`config.mk`:
```
export PLATFORM = sky130hd
export DESIGN_NAME = r_ptr_stat
export DESIGN_NICKNAME = d
export VERILOG_FILES = /design/src/rtl/r_ptr_stat.sv
export SDC_FILE = /design/constraint.sdc
export NUM_CORES = 1
export LEC_CHECK = 0
export CAP_MARGIN = 20
export CORE_MARGIN = 1
export CORE_UTILIZATION = 36
export DETAILED_ROUTE_END_ITERATION = 6
export PLACE_DENSITY_LB_ADDON = 0.12
export SLEW_MARGIN = 20
export SYNTH_ARGS = -nofsm -noshare
export SYNTH_HDL_FRONTEND = slang
export SYNTH_SLANG_ARGS = --single-unit
```
`constraint.sdc`:
```
create_clock -name rclk -period 2.7 [get_ports rclk]
set_clock_uncertainty 0.2 [all_clocks]
set_input_delay 0.405 -clock rclk [delete_from_list [all_inputs] [get_ports rclk]]
set_output_delay 0.405 -clock rclk [all_outputs]
set_load 0.05 [all_outputs]
```
`src/rtl/r_ptr_stat.sv`:
```
// r_ptr_stat: async-FIFO read pointer, empty flag and sticky underflow.
// Define RPTR_LEVEL_EN to build the occupancy level and the almost-empty flag.
module r_ptr_stat #(
  parameter int ADDRSIZE = 4
) (
  input  logic                rclk,
  input  logic                rrst_n,
  input  logic                rinc,
  input  logic [ADDRSIZE:0]   rq2_wptr,
  input  logic [ADDRSIZE:0]   rae_thresh,
  input  logic                runderflow_clr,
  output logic [ADDRSIZE-1:0] raddr,
  output logic [ADDRSIZE:0]   rptr,
  output logic                rempty,
  output logic                ralmost_empty,
  output logic [ADDRSIZE:0]   rlevel,
  output logic                runderflow
);
  logic [ADDRSIZE:0] rbin, rbinnext, rgraynext;
  logic pop;
  assign pop = rinc & ~rempty;
  assign rbinnext = rbin + (ADDRSIZE+1)'(pop);
  assign rgraynext = (rbinnext >> 1) ^ rbinnext;
  assign raddr = rbin[ADDRSIZE-1:0];
  always_ff @(posedge rclk or negedge rrst_n)
    if (!rrst_n) begin
      rbin       <= '0;
      rptr       <= '0;
      rempty     <= 1'b1;
      runderflow <= 1'b0;
    end else begin
      rbin       <= rbinnext;
      rptr       <= rgraynext;
      rempty     <= rgraynext == rq2_wptr;
      runderflow <= (rinc & rempty) | (runderflow & ~runderflow_clr);
    end
`ifdef RPTR_LEVEL_EN
  logic [ADDRSIZE:0] rq2_wbin, rdiff;
  // each binary bit is the XOR of its Gray bit and every Gray bit above it
  for (genvar g = 0; g <= ADDRSIZE; g++) begin : g2b
    assign rq2_wbin[g] = ^(rq2_wptr >> g);
  end
  assign rdiff = rq2_wbin - rbinnext;
  always_ff @(posedge rclk or negedge rrst_n)
    if (!rrst_n) begin
      rlevel        <= '0;
      ralmost_empty <= 1'b1;
    end else begin
      rlevel        <= rdiff;
      ralmost_empty <= rdiff <= rae_thresh;
    end
`else
  logic unused_thresh;
  assign unused_thresh = ^rae_thresh;
  assign rlevel = '0;
  assign ralmost_empty = rempty;
`endif
endmodule

```
After elaboration in Yosys (flattened, before gate mapping) --
Index checks and enable logic that the tools add are counted.
Word-level totals: memory bits (read-only) 0, bits in registers 12, logic and storage cells 13, bits in writable memories 0, memories kept 0, latch bits 0
Cells by class: eq/ne operators 1, div/mod/pow operators 0, shift-type cells 0, add/subtract/negate cells 1, $mul 0, multiplexer cells 0, reduce and logical (&&, ||, !) cells 0, bitwise gates (word level) 7, magnitude comparators 0
Operator list (number):
- adder 5 x 1 -> 5 bit | 1
- equality test 5 bit | 1
- XOR 4 x 5 -> 5 bit | 1
- AND 1 bit | 3
- inverter 1 bit | 2
- bitwise OR 1 bit | 1

Logic depth before layout (Yosys ltp) --
depth after elaboration 5, gate-level depth with buffers 7, depth with buffers taken out 7

Least setup slack after synthesis --
No wires, ideal clock.
path kind reg-to-reg, start reg rempty, in the netlist ralmost_empty, end reg rempty, in the netlist ralmost_empty, setup slack 0.264 ns, period minus slack after synthesis 2.436 ns, cell stages (with the launch flop) 8, library setup time 0.088 ns, path buffers 0, arrival 2.148 ns, cells stage by stage dfstp_2 > nor2b_1 > ha_1 > ha_1 > xor2_1 > xor2_1 > or3_1 > a221oi_2
On the way: cells in the longest elaborated chain, start to end 5
RTL lines:
- from (decl) | line 14 | output logic rempty,
- from (signal assigned) | line 34 | rempty <= rgraynext == rq2_wptr;
- inverter 1 bit | line 21 | assign pop = rinc & ~rempty;
- AND 1 bit | line 21
- adder 5 x 1 -> 5 bit | line 22 | assign rbinnext = rbin + (ADDRSIZE+1)'(pop);
- named net rbinnext[2] | line 19 | logic [ADDRSIZE:0] rbin, rbinnext, rgraynext;
- XOR 4 x 5 -> 5 bit | line 23 | assign rgraynext = (rbinnext >> 1) ^ rbinnext;
- equality test 5 bit | line 34
The timed path passes the listed nets, and every way through them passes these cells.

Final worst setup path --
start in rinc, end reg rempty, in the netlist ralmost_empty
On the way: cells in the longest elaborated chain, start to end 4
RTL lines:
- from (decl) | line 8 | input logic rinc,
- AND 1 bit | line 21
- adder 5 x 1 -> 5 bit | line 22
- named net rbinnext[2] | line 19
- XOR 4 x 5 -> 5 bit | line 23
- equality test 5 bit | line 34
The timed path passes the listed nets, and every way through them passes these cells.

==> reports/results.md <==
Outcome
* run status: complete, no violations

Clock network
* H-tree depth: 1
* clk sink count: 11
* cts bufs inserted: 3
* clock edge transition at the registers on the reported setup and hold paths: 0.07 ns
* CTS root buf: sky130_fd_sc_hd__clkbuf_4
* Post-CTS Repair Setup Buffers: 0
* TritonCTS clock tree: done
* post-CTS sizing: 0
* number of hold-repair buffers added at the cts stage: 0
* deepest clock path buffer count: 2
* worst skew pair latency: 0.26 ns

Synth
* number of synthesized register bits: 11
* Synth top cells by count: 10 x sky130_fd_sc_hd__dfrtp_1, 7 x sky130_fd_sc_hd__xor2_1, 6 x sky130_fd_sc_hd__buf_4, 4 x sky130_fd_sc_hd__nand3_1, 4 x sky130_fd_sc_hd__xnor2_1
* area fraction of the dominant cell type after synthesis: 45.4%
* number of distinct library cells after synthesis: 17
* most used standard cell by instance count after synthesis: sky130_fd_sc_hd__dfrtp_1
* most frequently used flop master after synthesis: sky130_fd_sc_hd__dfrtp_1
* Syn Std Cell Area: 552 um^2
* share of the yosys chip area belonging to registers: 50.1%
* Synth async-reset ratio: 100%
* Mapped Cells: 46
* number of enable-type register cells in the synthesized netlist: 0
* number of warnings issued by yosys: 0
* mean cell area of the mapped netlist: 12.0 um^2
* top cells by area in the synthesized netlist: sky130_fd_sc_hd__dfrtp_1 45%, sky130_fd_sc_hd__xor2_1 11%, sky130_fd_sc_hd__buf_4 8.2%
* Synth area leader: sky130_fd_sc_hd__dfrtp_1

Worst hold path
* class of the tightest hold or removal check: in -> async

Global routing
* Overflow after GRT: 0
* pin count of the biggest net entering global routing: 12
* global-route wire length before repair: 1.50 mm
* antenna violations before repair: 0
* vias in the first global route: 375
* overall routing resource usage: 15.0%

Timing
* Final Hold Vio Count: 0
* final critical path time including I/O delays and setup: 2.45 ns
* final period utilization: 90.8%
* setup-violating endpoint count in the final report: 0
* highest attainable clock frequency: 0.408 GHz
* max-slew violations: 0
* hold slack final: 0.268 ns
* setup repair after global routing missed its margin: no
* setup tns final: 0 ns

Worst setup path
* beginning of the worst register-to-register path: ralmost_empty
* arrival time of data at the critical path endpoint: 2.44 ns
* crit end category: flop
* CP Launch Type: input port
* cells on worst reg2reg path: 7
* Max Fanout on Critical Path: 3
* critical setup path kind: in -> reg
* Worst R2R End: ralmost_empty
* endpoint required time on the critical path: 2.68 ns
* flop-to-flop setup slack: 0.43 ns

Layout
* number of filler instances in the final layout: 128
* fin nets: 90
* finished layout cell area: 805 um^2
* Antenna Diode Count: 0
* proportion of layout cells with a drive suffix above 1: 13.7%
* Area growth syn-to-layout: 45.8%
* Final Instance Count excl. Fillers: 88

Placement
* gp weighted congestion: 0.718
* Detail Placement HPWL: 757 um
* Area after DPL: 778 um^2
* IO Port Bufs: 20
* cell total after placement: 84

Detailed routing
* number of DRC violations after detailed-routing iteration 0: 0
* total number of vias: 402
* drt wl/cell: 11.0 um
* Via-to-Cell Ratio: 4.57
* drt pass-1 iters: 1
* remaining antenna violation count after routing: 0
* total detailed-routing wirelength: 966 um
* Post-route DRC: 0

Run
* maxcap violations: 0

Floorplanning
* Die Width: 41.2 um
* die area: 1690 um^2
* count of boundary I/O pins: 31
* Starting Density: 40.4%
* DIE HEIGHT: 41.2 um
* Core Footprint: 1370 um^2
* total number of placement rows: 13

-- worst max-delay path by stage --
stage                        startpoint            end  slack, ns
after detailed placement           rinc  ralmost_empty      -0.02
final                              rinc  ralmost_empty       0.25
after global routing               rinc  ralmost_empty       0.12
after global placement             rinc  ralmost_empty       0.01
after floorplan           ralmost_empty  ralmost_empty       0.26
after CTS                          rinc  ralmost_empty       0.24
-- placed cells by master, fill, tap and decap left out --
cell type                         synthesis  routed
sky130_fd_sc_hd__clkdlybuf4s50_1          0      20
sky130_fd_sc_hd__dfrtp_1                 10      10
sky130_fd_sc_hd__xor2_1                   7       7
sky130_fd_sc_hd__conb_1                   1       5
sky130_fd_sc_hd__buf_4                    6       5
sky130_fd_sc_hd__nand3_1                  4       4
sky130_fd_sc_hd__xnor2_1                  4       4
sky130_fd_sc_hd__clkbuf_4                 0       3
sky130_fd_sc_hd__inv_1                    2       2
sky130_fd_sc_hd__or3_1                    2       2
sky130_fd_sc_hd__ha_1                     2       2
sky130_fd_sc_hd__a21boi_1                 1       1
sky130_fd_sc_hd__nor2b_1                  1       1
sky130_fd_sc_hd__nand2_1                  1       1
sky130_fd_sc_hd__o21ai_0                  1       1
sky130_fd_sc_hd__clkinv_1                 1       1
sky130_fd_sc_hd__xor3_1                   1       1
sky130_fd_sc_hd__a221oi_2                 1       1
sky130_fd_sc_hd__clkbuf_1                 0       1
sky130_fd_sc_hd__dfstp_2                  1       1
-- area by class of cell --
cell class	instances	area [um^2]	share of cell area, %
inverters	3	11.3	1.40
repair buffers	25	238	29.5
flip-flops and latches	11	277	34.4
clock buffers	4	26.3	3.27
well taps	15	18.8	2.33
multi-input cells	30	234	29.1
-- metrics by stage --
step	worst slack (ns)	util, %
4_1_cts	0.241	58.9
3_5_place_dp	-0.0187	57.0
2_1_floorplan	0.264	-
3_3_place_gp	0.0129	57.0
5_1_grt	0.119	58.9
6_report	0.247	58.9
-- worst max-delay path: stages --
cell	delay, ns
sky130_fd_sc_hd__clkdlybuf4s50_1	0.48
sky130_fd_sc_hd__nor2b_1	0.17
sky130_fd_sc_hd__ha_1	0.20
sky130_fd_sc_hd__ha_1	0.21
sky130_fd_sc_hd__xor2_1	0.24
sky130_fd_sc_hd__xor2_1	0.13
sky130_fd_sc_hd__or3_1	0.37
sky130_fd_sc_hd__a221oi_2	0.23
-- sequential cells by signal (all words and copies together), names as in the netlist --
register	count
runderflow	1
rptr	4
rbin	5
ralmost_empty	1
-- per-layer routing --
| layer | routed length, um | up-vias | GRT usage [%] |
|---|---|---|---|
| met2 | 451 | 21 | 23.8 |
| li1 | - | 194 | - |
| met5 | 0 | - | 0 |
| met3 | 101 | 0 | 9.78 |
| met4 | 0 | 0 | 4.84 |
| met1 | 413 | 187 | 16.2 |
-- logic make-up after synthesis --
kind of cell               after synthesis  synth area share, %
AOI/OAI and AO/OA                        3                 4.99
and+or+nand+nor                          8                 7.71
DFF                                     11                 50.1
adders and majority gates                2                 4.53
xor gates and xnor gates                12                 21.8
buffers and inverters                    9                 10.2
other                                    1                0.680
Power is left out: the tool's default activity adds up to more than one toggle a clock period on the data nets, which glitch-free logic cannot reach.
